--- src/rtl/iseq_loader.sv ---
// iseq_loader: producer side of the two instruction-sequence FIFOs.
// Host words go alternately to slot 0 and slot 1, starting with slot 0.
// An END word closes the sequence. If the sequence has an odd length, a NOP
// is written to slot 1 so both FIFOs end up holding the same number of words.
// The dispatcher is then started with a one-cycle pulse, and the host is held
// off until the dispatcher has finished.
//
// state     | meaning
// ----------+------------------------------------------------------------
// LOAD      | accepting host words, routing them to slot 0 or slot 1
// PAD       | odd-length sequence: write a NOP into slot 1
// START     | one-cycle process_iseq pulse; latch seq_len; clear cnt and slot
// WAIT_ACK  | wait for dispatcher_busy to rise
// WAIT_DONE | wait for dispatcher_busy to fall, then return to LOAD
module iseq_loader #(
    parameter int          OPC_MSB   = 31,
    parameter logic [3:0]  END_OPC   = 4'hF,
    parameter logic [31:0] NOP_INSTR = 32'h0000_0000,
    parameter int          CNT_WIDTH = 16
) (
    input  logic                 clk,
    input  logic                 rst_n,
    input  logic                 host_valid,
    input  logic [31:0]          host_data,
    output logic                 host_ready,
    output logic                 instr0_fifo_wr,
    input  logic                 instr0_fifo_full,
    output logic [31:0]          instr0_fifo_data,
    output logic                 instr1_fifo_wr,
    input  logic                 instr1_fifo_full,
    output logic [31:0]          instr1_fifo_data,
    output logic                 process_iseq,
    input  logic                 dispatcher_busy,
    output logic                 loader_busy,
    output logic [CNT_WIDTH-1:0] seq_len
);

    localparam logic [2:0] S_LOAD      = 3'd0;
    localparam logic [2:0] S_PAD       = 3'd1;
    localparam logic [2:0] S_START     = 3'd2;
    localparam logic [2:0] S_WAIT_ACK  = 3'd3;
    localparam logic [2:0] S_WAIT_DONE = 3'd4;

    localparam logic [CNT_WIDTH-1:0] CNT_ONE = {{(CNT_WIDTH-1){1'b0}}, 1'b1};

    logic [2:0]           state_q, state_d;
    logic                 slot_q, slot_d;
    logic [CNT_WIDTH-1:0] cnt_q, cnt_d;
    logic [CNT_WIDTH-1:0] seq_len_q, seq_len_d;

    logic is_end;
    logic target_full;
    logic ready;
    logic wr0, wr1;
    logic pulse;
    logic [31:0] data1;

    assign is_end      = (host_data[OPC_MSB -: 4] == END_OPC);
    assign target_full = slot_q ? instr1_fifo_full : instr0_fifo_full;

    // Next-state, routing and strobe generation.
    always_comb begin
        state_d   = state_q;
        slot_d    = slot_q;
        cnt_d     = cnt_q;
        seq_len_d = seq_len_q;
        ready     = 1'b0;
        wr0       = 1'b0;
        wr1       = 1'b0;
        pulse     = 1'b0;
        data1     = host_data;
        case (state_q)
            S_LOAD: begin
                // END is always accepted; it is never written, so full does not block it.
                ready = ~target_full | is_end;
                if (host_valid && ready) begin
                    if (!is_end) begin
                        wr0    = ~slot_q;
                        wr1    = slot_q;
                        slot_d = ~slot_q;
                        if (cnt_q != '1) begin
                            cnt_d = cnt_q + CNT_ONE;
                        end
                    end else if (cnt_q != '0) begin
                        state_d = slot_q ? S_PAD : S_START;
                    end
                end
            end
            S_PAD: begin
                data1 = NOP_INSTR;
                if (!instr1_fifo_full) begin
                    wr1     = 1'b1;
                    state_d = S_START;
                end
            end
            S_START: begin
                pulse     = 1'b1;
                seq_len_d = cnt_q;
                cnt_d     = '0;
                slot_d    = 1'b0;
                state_d   = S_WAIT_ACK;
            end
            S_WAIT_ACK: begin
                if (dispatcher_busy) begin
                    state_d = S_WAIT_DONE;
                end
            end
            S_WAIT_DONE: begin
                if (!dispatcher_busy) begin
                    state_d = S_LOAD;
                end
            end
            default: begin
                state_d = S_LOAD;
            end
        endcase
    end

    // State, slot, counter and sequence-length registers.
    always_ff @(posedge clk or negedge rst_n) begin
        if (!rst_n) begin
            state_q   <= S_LOAD;
            slot_q    <= 1'b0;
            cnt_q     <= '0;
            seq_len_q <= '0;
        end else begin
            state_q   <= state_d;
            slot_q    <= slot_d;
            cnt_q     <= cnt_d;
            seq_len_q <= seq_len_d;
        end
    end

    assign host_ready       = ready;
    assign instr0_fifo_wr   = wr0;
    assign instr1_fifo_wr   = wr1;
    assign instr0_fifo_data = host_data;
    assign instr1_fifo_data = data1;
    assign process_iseq     = pulse;
    assign loader_busy      = (state_q != S_LOAD);
    assign seq_len          = seq_len_q;

endmodule

--- config.mk ---
export PLATFORM = sky130hd
export DESIGN_NAME = iseq_loader
export DESIGN_NICKNAME = d
export VERILOG_FILES = /design/src/rtl/iseq_loader.sv
export SDC_FILE = /design/constraint.sdc
export NUM_CORES = 1
export LEC_CHECK = 0
export BUFFER_PORTS_ARGS = -buffer_cell sky130_fd_sc_hd__clkbuf_2
export CORE_UTILIZATION = 46
export DETAILED_ROUTE_END_ITERATION = 6
export GPL_TIMING_DRIVEN = 0
export PLACE_DENSITY_LB_ADDON = 0.05
export SLEW_MARGIN = 20
export SYNTH_ARGS = -nofsm -noshare
export SYNTH_HDL_FRONTEND = slang
export SYNTH_SLANG_ARGS = --single-unit
--- constraint.sdc ---
create_clock -name clk -period 2 [get_ports clk]
set_input_delay 0.3 -clock clk [delete_from_list [all_inputs] [get_ports clk]]
set_output_delay 0.3 -clock clk [all_outputs]
set_load 0.01 [all_outputs]
**Word-level counts from Yosys, hierarchy flattened**

Cells that the tools add are included.

- Output and inout port bits: 85
- Word-level logic and storage cells: 56
- Flip-flop bits (word level): 36
- Input port bits: 38

- Bitwise logic cells: 3
- Reduce and logical (&&, ||, !) cells: 8
- Add/subtract/negate cells: 1
- Mux-type cells: 26
- Equal/unequal tests: 14

Operators by type and width:

| operator | count |
|---|---|
| $mux W16 | 3 |
| $mux W32 | 1 |
| $pmux W16 S2 | 1 |
| $mux W3 | 6 |
| $add A16 B1 Y16 const B | 1 |
| $ne A16 B16 Y1 const B | 1 |
| $ne A2 B2 Y1 const B | 8 |
| $reduce_bool A16 Y1 | 1 |
| $pmux W3 S5 | 1 |
| $mux W1 | 11 |
| $eq A3 B2 Y1 const B | 2 |
| $reduce_and A6 Y1 | 1 |
| $eq A4 B4 Y1 const B | 1 |
| $pmux W1 S2 | 2 |
| $reduce_and A4 Y1 | 1 |
| $eq A3 B1 Y1 const B | 1 |
| $eq A3 B3 Y1 const B | 1 |
| $logic_not A3 Y1 | 1 |
| $reduce_and A3 Y1 | 1 |
| $reduce_bool A3 Y1 | 1 |
| $mux W2 | 1 |
| $not A1 Y1 | 2 |
| $reduce_bool A2 Y1 | 1 |
| $logic_and A1 B1 Y1 | 1 |
| $or A1 B1 Y1 | 1 |

**Logic depth before layout (Yosys ltp)**

- Word-level depth: 6
- Depth in mapped cells: 7
- Mapped depth without buffers: 6

**Worst setup path before layout**

Ideal clock, no wire load.

- Kind: reg-to-reg
- Start: reg slot_q
- End: reg cnt_q[7]
- Clock period less this slack: 1.719 ns
- Setup slack: 0.281 ns
- Data required time: 1.918 ns
- Data arrival time: 1.637 ns
- Library setup time: 0.082 ns
- Buffers on the path: 1
- Stages on the path, launching flop included: 6
- Path through: dfrtp_1 > clkbuf_1 > mux2i_1 > nand4_1 > or4_1 > a31oi_1

- Word-level cells in the longest chain between the ends: 6

RTL lines:

| item | RTL line | RTL |
|---|---|---|
| from (decl) | 47 | `logic slot_q, slot_d;` |
| from (signal assigned) | 128 | `slot_q <= slot_d;` |
| $mux W1 | 59 | `assign target_full = slot_q ? instr1_fifo_full : instr0_fifo_full;` |
| $not A1 Y1 | 75 | `ready = ~target_full \| is_end;` |
| $or A1 B1 Y1 | 75 |  |
| $logic_and A1 B1 Y1 | 76 | `if (host_valid && ready) begin` |
| $ne A2 B2 Y1 (no line) | -- |  |
| $reduce_and A4 Y1 (no line) | -- |  |
| to (signal assigned) | 129 | `cnt_q <= cnt_d;` |
| to (decl) | 48 | `logic [CNT_WIDTH-1:0] cnt_q, cnt_d;` |

No other way between the ends.
A chain may end at the register's enable or synchronous reset.

**Final worst setup path**

- Start: reg state_q[2]
- End: out instr0_fifo_wr

- Word-level cells in the longest chain between the ends: 2

RTL lines:

| item | RTL line | RTL |
|---|---|---|
| from (decl) | 46 | `logic [2:0] state_q, state_d;` |
| from (signal assigned) | 127 | `state_q <= state_d;` |
| $logic_not A3 Y1 | 72 | `case (state_q)` |
| $mux W1 | 72 |  |
| to (decl) | 26 | `output logic instr0_fifo_wr,` |

No other way between the ends.

==> results.json <==
{
  "grt_usage": 0.242,
  "regToRegEndpoint": "cnt_q[9]$_DFFE_PN0P_",
  "synth_area_per_cell_um2": 8.32,
  "synth_top_flop_cell": "dfrtp_1",
  "syn2layout_area_growth_pct": 37.3,
  "tightest_slew_ns": 0.881,
  "yosys.area.top_type": "dfrtp_1",
  "antenna_left": 0,
  "yosysMostFrequentCell": "nand2_1",
  "via_per_inst": 5.04,
  "hold_slack_ns": 0.123,
  "synth_area_um2": 2350,
  "ys_warn_count": 0,
  "timing.fmax_mhz": 507,
  "grt_pass1_wl_um": 10100,
  "io_pins": 123,
  "reg2reg_from": "cnt_q[10]$_DFFE_PN0P_",
  "p_leak_nw": 1.67,
  "fin_tns_setup_ns": 0,
  "start_util": 0.487,
  "drive_gt1_frac": 0.479,
  "root_buffer": "clkbuf_8",
  "die_h_um": 73.4,
  "fin_util": 0.669,
  "netlist.area_leader.share": 0.384,
  "status": "complete, no violations",
  "ys_types": 39,
  "netlist_top_cells_count": "51 x nand2_1, 36 x dfrtp_1, 33 x buf_4",
  "die_w_um": 73.4,
  "crit_path_end_kind": "output pin",
  "rows": 25,
  "overflow": 0,
  "p_switching_mw": 1.17,
  "crit_type": "reg2out",
  "rsz0062_at_grt": "true",
  "drtIter0Drc": 266,
  "dieArea_um2": 5390,
  "seqPwrFrac": 0.311,
  "core-area_um2": 4820,
  "cts-htree-levels": 2,
  "startpoint_type": "register",
  "fin_skew_ns": 0.00333,
  "cp.required_ns": 1.70,
  "internal_power_mw": 1.66,
  "critical_path.max_fanout": 10,
  "clk-insertion-delay-late_ns": 0.28,
  "async_flop_share": 1.00,
  "antennaDiodeCount": 0,
  "cts.clk_slew.worst_paths_ns": 0.07,
  "finalNetCount": 452,
  "maxSlewViolCount": 0,
  "fin_crit_ns": 1.97,
  "grt_max_degree": 37,
  "ys_ff_latch": 36,
  "drc": 0,
  "setup_ws_ns": 0.0262,
  "numPortBuffers": 122,
  "grt_pass1_vias": 2222,
  "nFillCells": 444,
  "syn-num-nets": 322,
  "min_period_over_period": 0.987,
  "numClockSinks": 36,
  "p_clk_frac": 0.184,
  "synth-edff-count": 0,
  "ir_drop_mv": 0.473,
  "power_density_nw_per_um2": 878,
  "dp_hpwl_um": 4840,
  "power_frac_comb": 0.505,
  "cts_tree": "yes",
  "antenna_found_initial": 0,
  "netlist_instances": 282,
  "cap_violations": 0,
  "wire_per_inst_um": 13.1,
  "finalPower_mw": 2.83,
  "place_ws_ns": -0.129,
  "r2r_cells": 5,
  "relSlewSlack": 0.413,
  "hold_buffers": 0,
  "sw_frac_of_total": 0.414,
  "vias": 2419,
  "routed_wirelength_um": 6300,
  "hold_viol": 0,
  "max-clock-path-buffers": 2,
  "regToRegSetupSlack_ns": 0.10,
  "finalSetupViolCount": 0,
  "worstPathArrival_ns": 1.67,
  "numCtsBuffers": 5,
  "firstDrtPassIters": 5,
  "gp_congestion": 0.885,
  "worstHoldPathType": "in2async",
  "synth.top_cells.by_area": "dfrtp_1 38%, buf_4 11%, nor2b_1 8.5%",
  "yosysSeqAreaShare": 0.384
}
-- state kept, by name (all words and copies together) (netlist names) --
name,count
state_q,3
cnt_q,16
seq_len,16
slot_q,1
-- power groups by stage --
stage	logic, mW	clock network, mW	registers, mW
2_1_floorplan	0.808	0	0.838
3_3_place_gp	1.33	0	0.839
3_5_place_dp	1.34	0	0.840
4_1_cts	1.36	0.538	0.863
5_1_grt	1.57	0.571	0.890
6_report	1.43	0.521	0.879
-- how the worst max path moves through the flow --
stage                           startpoint                   end  slack (ns)  depth (start not counted)
floorplan               slot_q$_DFFE_PN0P_  cnt_q[7]$_DFFE_PN0P_        0.28                          5
global placement    state_q[0]$_DFFE_PN0P_          process_iseq       -0.11                          6
detailed placement    cnt_q[0]$_DFFE_PN0P_  cnt_q[3]$_DFFE_PN0P_       -0.13                          5
CTS                 state_q[2]$_DFFE_PN0P_          process_iseq       0.004                          5
global route        state_q[2]$_DFFE_PN0P_        instr0_fifo_wr       -0.04                          6
finish              state_q[2]$_DFFE_PN0P_        instr0_fifo_wr        0.03                          6
-- per-stage QoR --
step,instances,cell area (um^2)
6_report,480,3220
5_1_grt,480,3220
4_1_cts,478,3170
3_5_place_dp,471,3040
3_3_place_gp,471,3040
2_1_floorplan,282,2350
-- critical path: stages (launching register included) --
cell and delay, ns:
dfrtp_1 0.35, buf_2 0.19, nor3_4 0.23, nand4_1 0.14, buf_2 0.22, nor2_1 0.11, clkbuf_2 0.15
-- repair_timing --
item,in CTS,in global routing
pin swaps,1,1
endpoints found under the setup margin,43,36
buffers inserted,2,2
gates resized for setup,12,13
-- cell families after synthesis --
kind of cell,Yosys count,share of synthesized area
AOI/OAI and AO/OA,31,0.0779
buffers and inverters,57,0.148
and+or+nand+nor,152,0.363
DFF,36,0.384
muxes,4,0.0171
adders and majority gates,2,0.0107
-- area by class of cell --
| class | instances | area [um^2] | share of cell area |
|---|---|---|---|
| Timing Repair Buffer | 126 | 641 | 0.199 |
| Inverter | 7 | 26.3 | 0.00816 |
| Multi-Input combinational cell | 189 | 1150 | 0.357 |
| Tap cell | 67 | 83.8 | 0.0260 |
| Sequential cell | 36 | 906 | 0.281 |
| Buffer | 47 | 325 | 0.101 |
| Clock buffer | 8 | 90.1 | 0.0280 |
-- metal layers --
metal  GRT usage  vias up  routed length [um]
li1            -     1214                   -
met1       0.285     1093                2510
met2       0.441      102                3270
met3      0.0535       10                 422
met4      0.0641        0                  99
met5           0        -                   0
-- placed cells by master (no fill, tap or decap), drive strengths merged, types with 2 or more instances in the layout --
| cell type | instances |
|---|---|
| inv | 7 |
| o21ai | 9 |
| o31ai | 2 |
| a211oi | 2 |
| buf | 44 |
| nor3 | 12 |
| nand3 | 9 |
| dfrtp | 36 |
| nor3b | 4 |
| ha | 2 |
| clkbuf | 137 |
| mux2i | 4 |
| or3 | 2 |
| a21oi | 12 |
| a31oi | 2 |
| and4 | 7 |
| or4 | 3 |
| nor4 | 9 |
| nor2 | 6 |
| nand4 | 10 |
| nor2b | 32 |
| nand2 | 51 |
(Power assumes the default switching activity.)
